==> config.mk <==
export PLATFORM = sky130hd
export DESIGN_NAME = coin_sender
export DESIGN_NICKNAME = d
export VERILOG_FILES = /design/src/rtl/coin_sender.sv
export SDC_FILE = /design/constraint.sdc
export NUM_CORES = 1
export LEC_CHECK = 0
export CORE_AREA = 2 2 73 75
export DETAILED_ROUTE_END_ITERATION = 12
export DIE_AREA = 0 0 75 77
export DONT_BUFFER_PORTS = 1
export HOLD_SLACK_MARGIN = 0.06
export RECOVER_POWER = 100
export SLEW_MARGIN = 10
export SYNTH_ARGS = -nofsm -noshare
export SYNTH_HDL_FRONTEND = slang
export SYNTH_SLANG_ARGS = --single-unit
==> constraint.sdc <==
create_clock -name clock -period 2.3 [get_ports clock]
set_input_delay 0.69 -clock clock [delete_from_list [all_inputs] [get_ports clock]]
set_output_delay 0.69 -clock clock [all_outputs]
set_load 0.05 [all_outputs]
==> src/rtl/coin_sender.sv <==
// coin_sender: debounced coin-insert button emitting one coin code per press,
// with saturating send/value counters and a wrapping drop-edge counter.
module coin_sender #(
    parameter int unsigned DEBOUNCE_CYCLES = 4
) (
    input  logic       clock,
    input  logic       reset_L,
    input  logic       insert_L,
    input  logic [1:0] coin_sel,
    input  logic       drop,
    output logic [1:0] coin,
    output logic       busy,
    output logic [7:0] coins_sent,
    output logic [7:0] value_sent,
    output logic [3:0] drops_seen
);

    typedef enum logic [2:0] {
        IDLE,
        DEB_PRESS,
        SEND,
        WAIT_REL,
        DEB_REL
    } state_e;

    localparam logic [7:0] DEB_LAST = 8'(DEBOUNCE_CYCLES);

    state_e     state_q, state_d;
    logic [7:0] cnt_q, cnt_d;
    logic       sync1_q, sync2_q;
    logic       drop_q;
    logic [7:0] coins_q, coins_d;
    logic [7:0] value_q, value_d;
    logic [3:0] drops_q, drops_d;
    logic       pressed;
    logic       send_fire;
    logic [7:0] cnt_inc;
    logic [8:0] value_sum;

    assign pressed = ~sync2_q;
    assign cnt_inc = cnt_q + 8'd1;

    always_ff @(posedge clock or negedge reset_L) begin
        if (!reset_L) begin
            sync1_q <= 1'b1;
            sync2_q <= 1'b1;
        end else begin
            sync1_q <= insert_L;
            sync2_q <= sync1_q;
        end
    end

    always_ff @(posedge clock or negedge reset_L) begin
        if (!reset_L) begin
            state_q <= IDLE;
            cnt_q   <= '0;
        end else begin
            state_q <= state_d;
            cnt_q   <= cnt_d;
        end
    end

    always_comb begin
        state_d = state_q;
        cnt_d   = cnt_q;
        coin    = 2'b00;
        unique case (state_q)
            IDLE: begin
                if (pressed) begin
                    state_d = DEB_PRESS;
                    cnt_d   = '0;
                end
            end
            DEB_PRESS: begin
                if (!pressed) begin
                    state_d = IDLE;
                end else begin
                    cnt_d = cnt_inc;
                    if (cnt_inc == DEB_LAST) state_d = SEND;
                end
            end
            SEND: begin
                coin    = coin_sel;
                state_d = WAIT_REL;
            end
            WAIT_REL: begin
                if (!pressed) begin
                    state_d = DEB_REL;
                    cnt_d   = '0;
                end
            end
            DEB_REL: begin
                if (pressed) begin
                    state_d = WAIT_REL;
                end else begin
                    cnt_d = cnt_inc;
                    if (cnt_inc == DEB_LAST) state_d = IDLE;
                end
            end
            default: state_d = IDLE;
        endcase
    end

    // A 00 code in SEND is a no-op send and leaves both counters alone.
    assign send_fire = (state_q == SEND) && (coin_sel != 2'b00);
    assign value_sum = {1'b0, value_q} + {7'b0, coin_sel};

    always_comb begin
        coins_d = coins_q;
        value_d = value_q;
        drops_d = drops_q + {3'b0, drop & ~drop_q};
        if (send_fire) begin
            coins_d = (coins_q == 8'hFF) ? coins_q : coins_q + 8'd1;
            value_d = value_sum[8] ? 8'hFF : value_sum[7:0];
        end
    end

    always_ff @(posedge clock or negedge reset_L) begin
        if (!reset_L) begin
            coins_q <= '0;
            value_q <= '0;
            drops_q <= '0;
            drop_q  <= 1'b0;
        end else begin
            coins_q <= coins_d;
            value_q <= value_d;
            drops_q <= drops_d;
            drop_q  <= drop;
        end
    end

    assign busy       = (state_q != IDLE);
    assign coins_sent = coins_q;
    assign value_sent = value_q;
    assign drops_seen = drops_q;

endmodule
==> out/qor.yml, run 1 <==
status: "completed"
yosysTopAreaCellShare_pct: 41.6
cp.arrival_ns: 1.45
rr_startpoint: "value_sent[2]$_DFFE_PN0P_"
tightest_slew_ns: 0.809
first_pass_iters: 4
ys.flop_type: "dfrtp_1"
cts_resized: 0
hold_violations: 0
ys_warn_count: 0
num_io_pins: 29
path_clk_slew_ns: 0.07
post_cts_buffers: 0
numPortBuffers: 0
fillers: 503
dpl.cell_count: 278
dieArea_um2: 5780
synth_seq_cells: 34
h-tree-depth: 2
met2_usage_pct: 22.2
relSlewSlack_pct: 46.1
max_freq_mhz: 468
die_h_um: 77
reg2reg_to: "value_sent[1]$_DFFE_PN0P_"
leakagePower_nw: 0.954
start_util_pct: 38.6
rrSetupSlack_ns: 0.24
clk_path_buf_depth: 2
syn_to_final_growth_pct: 12.8
overflow: 0
routabilityCongestion: 0.805
vias: 1488
cts_tree: "yes"
use_met1_pct: 21.1
drt-vias-per-instance: 5.20
synth_edf_count: 0
rsz0062_at_grt: "false"
grt_pass1_vias: 1479
end_kind: "output pin"
vdd_drop_max_uv: 821
pwr_density_cell_nw_per_um2: 912
wl_mm: 3.91
path_max_fanout: 8
cts_buffers: 5
clock_latency_ns: 0.29
async_flop_share_pct: 100
core_area_um2: 4980
hold_buffers: 0
power_w: 0.00198
syn-cell-area_um2: 1920
die_w_um: 75
start_kind: "register"
diodes: 0
fin_crit_sh_pct: 92.9
seq_area_frac_synth_pct: 44.4
grt_max_degree: 35
r2r_cells: 5
dr.first_iter.drc_count: 91
postSynthCellCount: 199
wl_per_cell_um: 13.7
seq_area_um2: 853
synth_top_area_cell: "dfrtp_1"
grtUsageMet3_pct: 4.47
hp-class: "in -> async"
drive_gt1_share_pct: 8.80
tns_ns: 0
grt_use_total_pct: 15.3
grt-busiest-layer: "met2"
post-route-min-period_ns: 2.14
critical_path_class: "reg -> out"
hold_slack_ns: 0.0919
clock_skew_ns: 0.00428
syn-num-nets: 213
synth_area_leaders: "dfrtp_1 42%, nand2_1 4.7%, ha_1 4.6%, xnor2_1 4.6%, nand3_1 3.6%"
grt_pass1_wl_mm: 6.84
avgSynthCellArea_um2: 9.66
root_buffer: "clkbuf_8"
cp.required_ns: 1.61
num-nets-final: 229
postRouteAntennaNets: 0
final_core_util_pct: 43.6
drv.max_cap_violation_count: 0
multi_input_area_um2: 995
drc: 0
yosysUniqueCellTypes: 49
final_common_cell: "dfrtp_1"
antenna_found_initial: 0
report.final.setup_viol: 0
final_cell_mix: "32 x dfrtp_1, 24 x nand2_1, 15 x nand3_1"
clock_sinks: 34
dp_hpwl_mm: 2.80
instances_no_fill: 286
fp-row-count: 26
slew_viol_final: 0
==> report_power, final <==
part	leakage (nW)	total [W]	switching [W]	internal (W)
combinational	0.457	0.000546	0.000364	0.000182
clock	0.0472	0.000464	0.000224	0.000241
sequential	0.449	0.000967	0.000264	0.000703
total	0.954	0.00198	0.000851	0.00113
==> synth_stat cells, types with 2 or more instances <==
| cell type | n |
|---|---|
| and3_1 | 3 |
| o21ai_1 | 5 |
| a22oi_1 | 3 |
| xor2_1 | 4 |
| nand2_1 | 24 |
| nor3_1 | 5 |
| clkbuf_1 | 5 |
| nand4_1 | 3 |
| a211o_1 | 2 |
| a41oi_1 | 2 |
| ha_1 | 7 |
| a31oi_1 | 5 |
| buf_2 | 4 |
| a211oi_1 | 2 |
| and2_1 | 2 |
| dfstp_2 | 2 |
| and4_1 | 3 |
| nor2b_1 | 4 |
| dfrtp_1 | 32 |
| mux2_1 | 2 |
| a21o_1 | 2 |
| or3_1 | 2 |
| inv_1 | 6 |
| o31ai_1 | 2 |
| xnor2_1 | 10 |
| nand3_1 | 14 |
| a21oi_1 | 10 |
| nor2_1 | 13 |
==> state kept, by name, indices dropped and copies added (netlist names) <==
name and flops:
state_q 3, sync2_q 1, drops_seen 4, cnt_q 8, drop_q 1, value_sent 8, sync1_q 1, coins_sent 8
==> worst max-delay path, stage by stage (launching register included) <==
cell,delay (ns)
dfrtp_1,0.48
nor3b_4,0.29
and2_1,0.24
buf_12,0.15
==> routing by layer <==
layer	vias to the layer above	routed length [um]
li1	744	-
met3	5	181
met5	-	0
met4	0	51
met1	710	1910
met2	29	1760
==> worst max-delay path by stage <==
stage / slack (ns) / startpoint / endpoint / depth (start not counted)
4_1_cts: 0.13 / state_q[0]$_DFFE_PN0P_ / coin[1] / 3
6_report: 0.16 / state_q[0]$_DFFE_PN0P_ / coin[1] / 3
3_5_place_dp: 0.12 / coin_sel[0] / value_sent[1]$_DFFE_PN0P_ / 6
3_3_place_gp: 0.16 / coin_sel[0] / value_sent[1]$_DFFE_PN0P_ / 6
5_1_grt: 0.06 / value_sent[2]$_DFFE_PN0P_ / value_sent[1]$_DFFE_PN0P_ / 5
2_1_floorplan: 0.22 / value_sent[0]$_DFFE_PN0P_ / value_sent[6]$_DFFE_PN0P_ / 6
==> cell families after synthesis <==
kind of cell	count (synthesis)	synth area share [%]
AO/OA/AOI/OAI	43	15.7
buffers and inverters	16	3.38
multiplexers	3	1.69
AND/OR/NAND/NOR	81	22.9
adder cells (fa/ha/maj)	8	5.60
XOR/XNOR	14	6.38
flip-flops	34	44.4
==> final cells by class <==
class / count / area share (%)
Inverter: 7 / 1.21
Clock inverter: 2 / 0.577
Tap cell: 70 / 4.04
Multi-Input combinational cell: 149 / 45.9
Clock buffer: 6 / 3.81
Sequential cell: 34 / 39.4
Timing Repair Buffer: 18 / 5.14
==> metrics by stage <==
step,worst slack (ns),area [um2]
finish,0.163,2170
global route,0.0633,2170
CTS,0.134,2230
detailed placement,0.119,2130
global placement,0.165,2130
floorplan,0.223,1920
Note: power is estimated with default switching activity, not from simulation.
==> run 2, diff against run 1 <==
--- a/config.mk
+++ b/config.mk
@@ -5,13 +5,17 @@
 export SDC_FILE = /design/constraint.sdc
 export NUM_CORES = 1
 export LEC_CHECK = 0
+export CELL_PAD_IN_SITES_DETAIL_PLACEMENT = 1
+export CELL_PAD_IN_SITES_GLOBAL_PLACEMENT = 1
 export CORE_AREA = 2 2 73 75
 export DETAILED_ROUTE_END_ITERATION = 12
 export DIE_AREA = 0 0 75 77
 export DONT_BUFFER_PORTS = 1
 export HOLD_SLACK_MARGIN = 0.06
+export PLACE_DENSITY_LB_ADDON = 0.1
 export RECOVER_POWER = 100
 export SLEW_MARGIN = 10
 export SYNTH_ARGS = -nofsm -noshare
 export SYNTH_HDL_FRONTEND = slang
 export SYNTH_SLANG_ARGS = --single-unit
+export TNS_END_PERCENT = 20
==> out/qor.yml, run 2 (same netlist as run 1, synthesis figures left out) <==
status: "completed"  # unchanged
wl_per_cell_um: 16.0  # was 13.7 um
clk_path_buf_depth: 2  # unchanged
path_max_fanout: 4  # was 8
fin_crit_sh_pct: 90.7  # was 92.9%
fp-row-count: 26  # unchanged
overflow: 0  # unchanged
dr.first_iter.drc_count: 46  # was 91
final_core_util_pct: 43.4  # was 43.6%
slew_viol_final: 0  # unchanged
power_w: 0.00210  # was 0.00198 W
max_freq_mhz: 480  # was 468 MHz
h-tree-depth: 2  # unchanged
path_buf_inv: 1  # unchanged
cp_cell_sequence: "nor3b_4 -> and2_1 -> buf_4"  # was nor3b_4 -> and2_1 -> buf_12
syn_to_final_growth_pct: 12.4  # was 12.8%
cp_slowest_stage_delay_ns: 0.42  # was 0.48 ns
antenna_found_initial: 0  # unchanged
cts_resized: 0  # unchanged
routabilityCongestion: 0.772  # was 0.805
clock_sinks: 34  # unchanged
numPortBuffers: 0  # unchanged
tightest_slew_ns: 0.826  # was 0.809 ns
dp_hpwl_mm: 3.37  # was 2.80 mm
rrSetupSlack_ns: 0.21  # was 0.24 ns
die_h_um: 77  # unchanged
hp-class: "in -> async"  # unchanged
tns_ns: 0  # unchanged
critical_path_class: "reg -> out"  # unchanged
clock_latency_ns: 0.28  # was 0.29 ns
start_kind: "register"  # unchanged
diodes: 0  # unchanged
core_area_um2: 4980  # unchanged
postRouteAntennaNets: 0  # unchanged
grt_pass1_wl_mm: 7.83  # was 6.84 mm
hold_buffers: 0  # unchanged
cts_tree: "yes"  # unchanged
final_cell_mix: "32 x dfrtp_1, 24 x nand2_1, 16 x clkbuf_1"  # was 32 x dfrtp_1, 24 x nand2_1, 15 x nand3_1
cp.required_ns: 1.61  # about the same
vias: 1564  # was 1488
path_clk_slew_ns: 0.07  # about the same
end_kind: "output pin"  # unchanged
num-nets-final: 230  # was 229
clock_skew_ns: 0.00329  # was 0.00428 ns
drt-vias-per-instance: 5.45  # was 5.20
die_w_um: 75  # unchanged
cp_top_family: "simple AND/OR/NAND/NOR gates"  # unchanged
r2r_cells: 5  # unchanged
grt_max_degree: 35  # unchanged
first_pass_iters: 4  # unchanged
num_io_pins: 29  # unchanged
hold_violations: 0  # unchanged
reg2reg_to: "value_sent[1]$_DFFE_PN0P_"  # unchanged
drv.max_cap_violation_count: 0  # unchanged
rr_startpoint: "value_sent[2]$_DFFE_PN0P_"  # unchanged
grt_use_total_pct: 17.6  # was 15.3%
slowest_stage: "dfrtp_1"  # unchanged
relSlewSlack_pct: 44.9  # was 46.1%
pwr_density_cell_nw_per_um2: 970  # was 912 nW/um2
final_common_cell: "dfrtp_1"  # unchanged
start_util_pct: 38.6  # unchanged
cp.arrival_ns: 1.40  # was 1.45 ns
wl_mm: 4.59  # was 3.91 mm
post-route-min-period_ns: 2.09  # was 2.14 ns
post_cts_buffers: 0  # unchanged
drive_gt1_share_pct: 8.29  # was 8.80%
cts_buffers: 5  # unchanged
root_buffer: "clkbuf_8"  # unchanged
rsz0062_at_grt: "false"  # unchanged
grt_pass1_vias: 1618  # was 1479
drc: 0  # unchanged
leakagePower_nw: 0.938  # was 0.954 nW
dieArea_um2: 5780  # unchanged
report.final.setup_viol: 0  # unchanged
vdd_drop_max_uv: 351  # was 821 uV
[run 2: metal layers]
| metal | routed length, um | vias up | GRT usage [%] |
|---|---|---|---|
| met4 | 61 | 0 | 5.36 |
| met3 | 150 | 6 | 4.73 |
| met2 | 2380 | 19 | 29.3 |
| li1 | - | 747 | - |
| met5 | 0 | - | 0 |
| met1 | 2010 | 792 | 21.8 |
[run 2: power by group]
part / internal (W) / switching (W) / leakage [nW]
clock: 0.000353 / 0.000220 / 0.0585
sequential: 0.000703 / 0.000258 / 0.449
combinational: 0.000178 / 0.000383 / 0.430
total: 0.00123 / 0.000862 / 0.938
[run 2: cell type report]
type | instances | area, um2
Fill cell | 589 | 2820
Multi-Input combinational cell | 149 | 991
Sequential cell | 34 | 853
Tap cell | 70 | 87.6
Clock buffer | 7 | 86.3
Timing Repair Buffer | 19 | 86.3
Clock inverter | 1 | 30.0
Inverter | 7 | 26.3
[run 2: worst max path at each step]
stage                                         start                   endpoint  slack, ns  depth (start not counted)
final                        state_q[2]$_DFFE_PN0P_                    coin[1]       0.21                          3
after global routing      value_sent[2]$_DFFE_PN0P_  value_sent[1]$_DFFE_PN0P_       0.07                          5
after CTS                    state_q[2]$_DFFE_PN0P_                    coin[1]       0.18                          3
after global placement                  coin_sel[0]  value_sent[1]$_DFFE_PN0P_       0.18                          6
after floorplan           value_sent[0]$_DFFE_PN0P_  value_sent[6]$_DFFE_PN0P_       0.22                          6
after detailed placement                coin_sel[0]  value_sent[1]$_DFFE_PN0P_       0.12                          6
[run 2: stage by stage]
stage / hold slack, ns / setup WS [ns] / area, um2 / instances
2_1_floorplan: 0.345 / 0.223 / 1920 / 199
3_3_place_gp: 0.352 / 0.180 / 2110 / 279
3_5_place_dp: 0.355 / 0.116 / 2110 / 279
4_1_cts: 0.0773 / 0.182 / 2230 / 287
5_1_grt: 0.0735 / 0.0696 / 2160 / 287
6_report: 0.0936 / 0.215 / 2160 / 287
[run 2: worst reg2reg max path: stages (launching register included)]
cell      delay, ns
dfrtp_1        0.32
clkbuf_1       0.58
inv_1          0.19
nor4b_2        0.53
nand3_2        0.21
o211ai_1       0.16
